File: config.mk
export PLATFORM = sky130hd
export DESIGN_NAME = door_sequencer_flat
export DESIGN_NICKNAME = d
export VERILOG_FILES = /design/src/rtl/lift_door_pkg.sv /design/src/rtl/door_sequencer_if.sv /design/src/rtl/door_channel_fsm.sv /design/src/rtl/door_sequencer.sv /design/src/flat_wrapper.sv
export SDC_FILE = /design/constraint.sdc
export NUM_CORES = 1
export LEC_CHECK = 0
export CORE_MARGIN = 4
export CORE_UTILIZATION = 35
export CTS_CLUSTER_DIAMETER = 120
export DETAILED_ROUTE_END_ITERATION = 10
export SLEW_MARGIN = 30
export SYNTH_ARGS = -nofsm -noshare
export SYNTH_HDL_FRONTEND = slang
export SYNTH_HIERARCHICAL = 1
export SYNTH_SLANG_ARGS = --single-unit
File: constraint.sdc
create_clock -name clk -period 2.3 [get_ports clk]
set_input_delay 0.46 -clock clk [delete_from_list [all_inputs] [get_ports clk]]
set_output_delay 0.46 -clock clk [all_outputs]
set_load 0.02 [all_outputs]
File: src/rtl/lift_door_pkg.sv
// Shared door types for the lift controllers: channel state encoding and counter width helper.
// Read by the door sequencer and by the floor/motion controllers that watch door state.
package lift_door_pkg;

  typedef enum logic [1:0] {
    CLOSED  = 2'd0,
    OPENING = 2'd1,
    OPEN    = 2'd2,
    CLOSING = 2'd3
  } door_state_t;

  // Width of a counter that must hold 0..max_val without wrapping.
  function automatic int cnt_w(input int max_val);
    return (max_val < 1) ? 1 : $clog2(max_val + 1);
  endfunction

endpackage

File: src/rtl/door_sequencer_if.sv
// Door sequencer bundle: per-channel request levels in, per-channel door status and state out.
// All signals are levels sampled on posedge clk; there is no valid/ready pairing, a request simply
// holds for as long as the caller wants it honoured and status reflects the registered door state.
interface door_sequencer_if #(
  parameter int N_DOORS = 2
);
  logic [N_DOORS-1:0] open_req;
  logic [N_DOORS-1:0] close_req;
  logic [N_DOORS-1:0] hold;
  logic [N_DOORS-1:0] obstruct;
  logic [N_DOORS-1:0] door_open;
  logic [N_DOORS-1:0] door_closed;
  logic [N_DOORS-1:0] nudge;
  logic               all_closed;
  lift_door_pkg::door_state_t [N_DOORS-1:0] door_state;

  modport master (
    output open_req, close_req, hold, obstruct,
    input  door_open, door_closed, nudge, all_closed, door_state
  );

  modport slave (
    input  open_req, close_req, hold, obstruct,
    output door_open, door_closed, nudge, all_closed, door_state
  );
endinterface

File: src/rtl/door_channel_fsm.sv
// One door channel: open/dwell/close FSM with modelled position and obstruction reversal.
// DOOR_NUDGE_EN adds the reopen counter and the slow, non-reversing nudge close.
module door_channel_fsm
  import lift_door_pkg::*;
#(
  parameter int TRAVEL_CYCLES = 8,
  parameter int DWELL_CYCLES  = 200,
  parameter int MAX_REOPENS   = 3
) (
  input  logic        clk,
  input  logic        reset,
  input  logic        open_req,
  input  logic        close_req,
  input  logic        hold,
  input  logic        obstruct,
  output logic        door_open,
  output logic        door_closed,
  output logic        nudge,
  output door_state_t state
);

  localparam int POS_W   = cnt_w(TRAVEL_CYCLES);
  localparam int DWELL_W = cnt_w(DWELL_CYCLES);
  localparam logic [POS_W-1:0]   POS_FULL   = POS_W'(TRAVEL_CYCLES);
  localparam logic [POS_W-1:0]   POS_LAST   = POS_W'(TRAVEL_CYCLES - 1);
  localparam logic [DWELL_W-1:0] DWELL_FULL = DWELL_W'(DWELL_CYCLES);

  if (TRAVEL_CYCLES < 1 || DWELL_CYCLES < 1 || MAX_REOPENS < 0) begin : g_bad_cfg
    $error("door_channel_fsm: TRAVEL_CYCLES and DWELL_CYCLES must be >= 1, MAX_REOPENS >= 0");
  end

  door_state_t          state_q, state_d;
  logic [POS_W-1:0]     pos_q, pos_d;
  logic [DWELL_W-1:0]   dwell_q, dwell_d;
`ifdef DOOR_NUDGE_EN
  localparam int RC_W = cnt_w(MAX_REOPENS);
  localparam logic [RC_W-1:0] RC_MAX = RC_W'(MAX_REOPENS);
  logic [RC_W-1:0] reopen_q, reopen_d;
  logic            nudge_q, nudge_d;
  logic            step_q, step_d;
`endif

  always_ff @(posedge clk) begin
    if (reset) begin
      state_q  <= CLOSED;
      pos_q    <= '0;
      dwell_q  <= '0;
`ifdef DOOR_NUDGE_EN
      reopen_q <= '0;
      nudge_q  <= 1'b0;
      step_q   <= 1'b0;
`endif
    end else begin
      state_q  <= state_d;
      pos_q    <= pos_d;
      dwell_q  <= dwell_d;
`ifdef DOOR_NUDGE_EN
      reopen_q <= reopen_d;
      nudge_q  <= nudge_d;
      step_q   <= step_d;
`endif
    end
  end

  always_comb begin
    state_d  = state_q;
    pos_d    = pos_q;
    dwell_d  = dwell_q;
`ifdef DOOR_NUDGE_EN
    reopen_d = reopen_q;
    nudge_d  = nudge_q;
    step_d   = step_q;
`endif
    case (state_q)
      CLOSED: begin
        if (open_req) begin
          state_d = OPENING;
          pos_d   = '0;
        end
      end
      OPENING: begin
        // >= also covers a reversal taken before the door left the fully open position.
        if (pos_q >= POS_LAST) begin
          state_d = OPEN;
          pos_d   = POS_FULL;
          dwell_d = DWELL_FULL;
        end else begin
          pos_d = pos_q + POS_W'(1);
        end
      end
      OPEN: begin
        if (open_req || hold) begin
          dwell_d = DWELL_FULL;
        end else if (close_req || dwell_q <= DWELL_W'(1)) begin
          state_d = CLOSING;
`ifdef DOOR_NUDGE_EN
          nudge_d = (reopen_q >= RC_MAX);
          step_d  = 1'b0;
`endif
        end else begin
          dwell_d = dwell_q - DWELL_W'(1);
        end
      end
      CLOSING: begin
`ifdef DOOR_NUDGE_EN
        if (nudge_q) begin
          // Half-speed close: position moves on every second cycle, reversal inputs ignored.
          step_d = ~step_q;
          if (step_q) begin
            if (pos_q <= POS_W'(1)) begin
              state_d  = CLOSED;
              pos_d    = '0;
              reopen_d = '0;
              nudge_d  = 1'b0;
            end else begin
              pos_d = pos_q - POS_W'(1);
            end
          end
        end else
`endif
        if (obstruct || open_req) begin
          state_d = OPENING;
`ifdef DOOR_NUDGE_EN
          if (obstruct && reopen_q < RC_MAX) reopen_d = reopen_q + RC_W'(1);
`endif
        end else if (pos_q <= POS_W'(1)) begin
          state_d = CLOSED;
          pos_d   = '0;
`ifdef DOOR_NUDGE_EN
          reopen_d = '0;
`endif
        end else begin
          pos_d = pos_q - POS_W'(1);
        end
      end
      default: begin
        state_d = CLOSED;
        pos_d   = '0;
      end
    endcase
  end

  assign state       = state_q;
  assign door_open   = (state_q == OPEN);
  assign door_closed = (state_q == CLOSED);
`ifdef DOOR_NUDGE_EN
  assign nudge = nudge_q;
`else
  assign nudge = 1'b0;
`endif

endmodule

File: src/rtl/door_sequencer.sv
// N independent door channels; all_closed is the car-motion interlock.
// Optional DOOR_NUDGE_EN build enables nudge close after repeated obstruction reversals.
module door_sequencer #(
  parameter int N_DOORS       = 2,
  parameter int TRAVEL_CYCLES = 8,
  parameter int DWELL_CYCLES  = 200,
  parameter int MAX_REOPENS   = 3
) (
  input logic              clk,
  input logic              reset,
  door_sequencer_if.slave  dif
);

  for (genvar i = 0; i < N_DOORS; i++) begin : g_ch
    door_channel_fsm #(
      .TRAVEL_CYCLES (TRAVEL_CYCLES),
      .DWELL_CYCLES  (DWELL_CYCLES),
      .MAX_REOPENS   (MAX_REOPENS)
    ) u_ch (
      .clk         (clk),
      .reset       (reset),
      .open_req    (dif.open_req[i]),
      .close_req   (dif.close_req[i]),
      .hold        (dif.hold[i]),
      .obstruct    (dif.obstruct[i]),
      .door_open   (dif.door_open[i]),
      .door_closed (dif.door_closed[i]),
      .nudge       (dif.nudge[i]),
      .state       (dif.door_state[i])
    );
  end

  assign dif.all_closed = &dif.door_closed;

endmodule
File: src/flat_wrapper.sv
// flat-port wrapper written by rule: the top's interface ports become plain ports
module door_sequencer_flat 
#(
  parameter int N_DOORS       = 2,
  parameter int TRAVEL_CYCLES = 8,
  parameter int DWELL_CYCLES  = 200,
  parameter int MAX_REOPENS   = 3
)
  (clk, reset, dif_open_req, dif_close_req, dif_hold, dif_obstruct, dif_door_open, dif_door_closed, dif_nudge, dif_all_closed, dif_door_state);
  door_sequencer_if #(.N_DOORS(N_DOORS)) dif_i ();
  input logic clk;
  input logic reset;
  input wire logic [$bits(dif_i.open_req)-1:0] dif_open_req;
  input wire logic [$bits(dif_i.close_req)-1:0] dif_close_req;
  input wire logic [$bits(dif_i.hold)-1:0] dif_hold;
  input wire logic [$bits(dif_i.obstruct)-1:0] dif_obstruct;
  output wire logic [$bits(dif_i.door_open)-1:0] dif_door_open;
  output wire logic [$bits(dif_i.door_closed)-1:0] dif_door_closed;
  output wire logic [$bits(dif_i.nudge)-1:0] dif_nudge;
  output wire logic [$bits(dif_i.all_closed)-1:0] dif_all_closed;
  output wire logic [$bits(dif_i.door_state)-1:0] dif_door_state;
  assign dif_i.open_req = dif_open_req;
  assign dif_i.close_req = dif_close_req;
  assign dif_i.hold = dif_hold;
  assign dif_i.obstruct = dif_obstruct;
  assign dif_door_open = dif_i.door_open;
  assign dif_door_closed = dif_i.door_closed;
  assign dif_nudge = dif_i.nudge;
  assign dif_all_closed = dif_i.all_closed;
  assign dif_door_state = dif_i.door_state;
  door_sequencer #(.N_DOORS(N_DOORS), .TRAVEL_CYCLES(TRAVEL_CYCLES), .DWELL_CYCLES(DWELL_CYCLES), .MAX_REOPENS(MAX_REOPENS)) u_core (.clk(clk), .reset(reset), .dif(dif_i));
endmodule
**Word-level counts from Yosys, hierarchy flattened**

Index checks and enable logic that the tools add are counted.

- Add/sub/neg operators: 6
- Order comparisons: 6
- Equality and inequality tests: 20
- Mux-type cells: 32
- Reduce and logical (&&, ||, !) cells: 19

Operators with widths:

| operator | count |
|---|---|
| $mux 8 | 6 |
| $mux 4 | 8 |
| $pmux 8 s2 | 2 |
| $mux 2 | 12 |
| $pmux 4 s3 | 2 |
| $le 8x1->1 const B | 2 |
| $ne 2x2->1 const B | 8 |
| $pmux 2 s4 | 2 |
| $sub 8x1->8 const B | 2 |
| $ne 3x3->1 const B | 4 |
| $reduce_and 3->1 | 4 |
| $reduce_and 5->1 | 2 |
| $add 4x1->4 const B | 2 |
| $eq 2x2->1 const B | 4 |
| $ge 4x3->1 const B | 2 |
| $le 4x1->1 const B | 2 |
| $sub 4x1->4 const B | 2 |
| $logic_or 1x1->1 | 6 |
| $reduce_bool 3->1 | 2 |
| $eq 2x1->1 const B | 2 |
| $logic_not 2->1 | 2 |
| $ne 2x1->1 const B | 2 |
| $reduce_bool 2->1 | 2 |
| $reduce_and 2->1 | 1 |

- Bits in registers: 28
- Bits of input ports: 10
- Output and inout port bits: 11

**Logic depth before layout (Yosys ltp)**

- Word-level depth: 5
- Mapped depth: 8
- Mapped depth without buffers: 7

**Hierarchy**

Netlist, hierarchy kept.

By module, submodules not included:

| module | instances | cells an instance | area each (µm²) | seq. area each (µm²) |
|---|---|---|---|---|
| door_channel_fsm | 2 | 123 | 1028.5 | 280.3 |
| door_sequencer | 1 | 1 | 6.3 | 0.0 |

**Worst setup path before layout**

Ideal clock, no wire load.

- Path kind: register to register
- From: register u_core.g_ch[0].u_ch.state_q[0]
- To: register u_core.g_ch[0].u_ch.pos_q[2]
- Setup time: 0.070 ns
- Data arrival time: 1.969 ns
- Data required time: 2.230 ns
- Slack: 0.260 ns
- Stages on the path, launching flop included: 8
- Period minus slack after synthesis: 2.040 ns
- Cell sequence: dfxtp_1 -> inv_1 -> ha_1 -> nor2b_1 -> or3_1 -> buf_6 -> or3_1 -> a21oi_1

- Cells in the longest elaborated chain, start to end: 3
- Elaborated cells on any way between the ends: 8
- Those cells by class: eq/ne: 4; mux: 1; reduce/logical: 3

Ends and longest elaborated chain:

| element | RTL line | source |
|---|---|---|
| from (decl) | door_channel_fsm.sv:32 | `door_state_t state_q, state_d;` |
| from (signal assigned) | door_channel_fsm.sv:54 | `state_q <= state_d;` |
| $logic_not 2->1 (*) | n/a |  |
| named net dif_door_closed[0] | flat_wrapper.sv:18 | `output wire logic [$bits(dif_i.door_closed)-1:0] dif_door_closed;` |
| $ne 2x2->1 (no line) / $reduce_bool 3->1 (equally long branches) | n/a |  |
| $reduce_and 3->1 (no line) | n/a |  |
| to (signal assigned) | door_channel_fsm.sv:55 | `pos_q <= pos_d;` |
| to (decl) | door_channel_fsm.sv:33 | `logic [POS_W-1:0] pos_q, pos_d;` |

The timed path passes the listed nets; every way through them passes the cells marked *.
A chain may end at the register's enable or synchronous reset.

**Worst setup path in the final report**

- From: register u_core.g_ch[1].u_ch.state_q[0]
- To: output dif_all_closed

- Cells in the longest elaborated chain, start to end: 2

Ends and longest elaborated chain:

| element | RTL line | source |
|---|---|---|
| from (decl) | door_channel_fsm.sv:32 |  |
| from (signal assigned) | door_channel_fsm.sv:54 |  |
| $logic_not 2->1 | door_channel_fsm.sv:145 | `assign door_closed = (state_q == CLOSED);` |
| $reduce_and 2->1 | door_sequencer.sv:33 | `assign dif.all_closed = &dif.door_closed;` |
| to (decl) | flat_wrapper.sv:20 | `output wire logic [$bits(dif_i.all_closed)-1:0] dif_all_closed;` |

Every way passes these cells.

==> results.sh <==
export IMPL_final_hold_viol_count=0
export IMPL_initial_core_util_pct=36.8
export IMPL_ys_warn_count=6
export IMPL_critPathCaptureType="output port"
export IMPL_ys_flop_type="dfxtp_1"
export IMPL_fmax_mhz=451
export IMPL_slew_viol_final=0
export IMPL_dr_pass1_iters=4
export IMPL_cts_root_buffer="clkbuf_8"
export IMPL_fin_crit_ns=2.22
export IMPL_ys_async_sr_fraction_pct=0
export IMPL_die_area_mm2=0.00719
export IMPL_ys_top_cells_by_area="dfxtp_1, ha_1, nor2_1"
export IMPL_diodes=0
export IMPL_crit_path_max_incr_delay_ns=0.53
export IMPL_critical_path_cell_chain="inv_1 -> ha_1 -> and2_1 -> clkdlybuf4s50_1"
export IMPL_gr_total_overflow=0
export IMPL_multiInputGateArea_mm2=0.00138
export IMPL_synthTopCellsByCount="nor2_1, dfxtp_1, a21oi_1, ha_1, inv_1"
export IMPL_power_per_cell_area_mw_per_mm2=1090
export IMPL_r2r_start="u_core/g_ch[1].u_ch/state[0]$_SDFFE_PP0P_"
export IMPL_yosys_area_top_type="dfxtp_1"
export IMPL_vias=1800
export IMPL_relSlewSlack_pct=66.9
export IMPL_ys_seq_area_share_pct=27.2
export IMPL_post_cts_resized=0
export IMPL_dp_hpwl_um=3220
export IMPL_finalCritPeriodShare_pct=96.3
export IMPL_hold_buffers=0
export IMPL_ant_nets=0
export IMPL_cts_sinks=28
export IMPL_htreeDepth=1
export IMPL_clockBufferDepth=2
export IMPL_viasPerCell=5.37
export IMPL_critical_path_slowest_cell="clkdlybuf4s50_1"
export IMPL_cts_tree="built"
export IMPL_maxCapViolCount=0
export IMPL_cp_arrival_ns=1.76
export IMPL_portBuffers=18
export IMPL_die_y_um=84.8
export IMPL_gp_congestion=0.792
export IMPL_finalSetupViolations=0
export IMPL_num_io_pins=21
export IMPL_dpl_cell_area_mm2=0.00230
export IMPL_n_fill_cell=609
export IMPL_p_leak_nw=0.830
export IMPL_grt_pass1_wl_um=7800
export IMPL_vdd_ir_drop_max_mv=0.542
export IMPL_synthCells=247
export IMPL_seq_area_um2=564
export IMPL_postCtsSetupRepairBufs=0
export IMPL_crit_type="reg2out"
export IMPL_grt_pass1_vias=1692
export IMPL_syn_nets=275
export IMPL_r2r_slack_ns=0.34
export IMPL_hold_class="reg2reg"
export IMPL_worstSkewPairLatency_ns=0.27
export IMPL_avgSynthCellArea_um2=8.35
export IMPL_final_nets=293
export IMPL_worstSetupStartpointType="flop"
export IMPL_min_from="u_core/g_ch[1].u_ch/dwell_q[7]$_SDFFE_PP0P_"
export IMPL_yosysTopAreaCellShare_pct=27.2
export IMPL_die_w_um=84.8
export IMPL_ys_types=43
export IMPL_synth_seq_cells=28
export IMPL_wirelength_um=4420
export IMPL_drive_gt1_share_pct=7.98
export IMPL_grt_util_all_layers_pct=12.9
export IMPL_skew_ns=0.00824
export IMPL_row_count=27
export IMPL_outcome="complete, no violations"
export IMPL_clk_pin_slew_worst_paths_ns=0.10
export IMPL_critical_path_startpoint="u_core/g_ch[1].u_ch/state[0]$_SDFFE_PP0P_"
export IMPL_cp_required_ns=1.84
export IMPL_drc=0
export IMPL_grt_max_degree=29
export IMPL_area_growth_pct=13.8
export IMPL_synth_edf_count=0
export IMPL_fin_setup_tns_ns=0
export IMPL_core_mm2=0.00561
export IMPL_worstMarginPinSlew_ns=0.483
export IMPL_antenna_found_initial=0
export IMPL_cts_buffers=3
export IMPL_critPathMaxFanout=5
export IMPL_synth_area_mm2=0.00206
export IMPL_rsz0062_at_grt="no"
export IMPL_design_area_mm2=0.00235
export IMPL_avgRoutedWirePerCell_um=13.2
export IMPL_drt_iter0_markers=67
export IMPL_yosysMostFrequentCell="nor2_1"
==> metal layers <==
| layer | wire [µm] | vias to the layer above | track usage, % |
|---|---|---|---|
| met2 | 2120 | 17 | 20.4 |
| met5 | 0 | - | 0 |
| met4 | 39 | 0 | 4.32 |
| met3 | 88 | 2 | 1.57 |
| li1 | - | 933 | - |
| met1 | 2170 | 848 | 18.0 |
==> where the power goes <==
part	total, mW	internal, mW	leakage [nW]	switching [mW]
Clock	0.271	0.118	0.0216	0.153
Sequential	0.762	0.603	0.230	0.159
Combinational	1.52	0.684	0.578	0.835
Total	2.55	1.40	0.830	1.15
==> through the flow <==
stage	setup WS, ns	power [mW]	hold WS [ns]	util, %	std cells
after floorplan	0.260	1.93	0.450	-	247
after global placement	0.125	2.29	0.468	41.1	332
after detailed placement	0.0929	2.29	0.469	41.1	332
after CTS	0.0243	2.58	0.487	41.8	335
after global routing	0.00499	2.80	0.519	41.9	335
final	0.0850	2.55	0.484	41.9	335
==> worst paths after layout <==
check	depth (start not counted)	endpoint
worst max register to register	6	u_core/g_ch[1].u_ch/pos_q[2]$_SDFFE_PP0P_
worst max-delay path	4	dif_all_closed
worst min-delay path	1	u_core/g_ch[1].u_ch/dwell_q[7]$_SDFFE_PP0P_
worst min register to register	1	u_core/g_ch[1].u_ch/dwell_q[7]$_SDFFE_PP0P_
==> logic make-up after synthesis <==
family	share of synthesized area [%]
adder cells (fa/ha/maj)	10.9
buffers and inverters	5.82
AND/OR/NAND/NOR	21.5
XOR/XNOR	2.55
other	0.364
AO/OA/AOI/OAI	30.7
flip-flops	27.2
multiplexers	0.970
==> cell usage in the layout, fill, tap and decap left out, drive strengths merged, types with 3 or more instances in the layout <==
cell            n
dfxtp          28
a32oi           4
nand2b          8
clkdlybuf4s50  18
clkbuf          3
inv            18
or3             6
nor3           10
o31ai           4
xor2            6
nand2          10
a31oi           4
nor2b           6
nor2           32
o2111ai         4
a211oi          4
nor4            4
o21a            4
a21bo           4
buf             3
a21oi          18
ha             18
a311oi          6
o21ai          10
and2            3
==> layout make-up <==
cell class                 instances  area share, %
inverter                          18           2.88
sequential                        28           24.0
multi-input combinational        193           58.9
timing repair buffer              21           8.63
clock buffer                       3           1.76
tap                               72           3.84
==> critical path, delay by kind of cell (launching register included) <==
kind                       cells  cell delay (ns)
adders and majority gates      1             0.26
buffers and inverters          2             0.63
DFF                            1             0.43
and+or+nand+nor                1             0.17
==> state kept, by name, indices dropped and copies added (netlist names) <==
signal and count:
u_core/g_ch.u_ch/dwell_q 16, u_core/g_ch.u_ch/state 4, u_core/g_ch.u_ch/pos_q 8
Note: power is estimated with default switching activity, not from simulation.
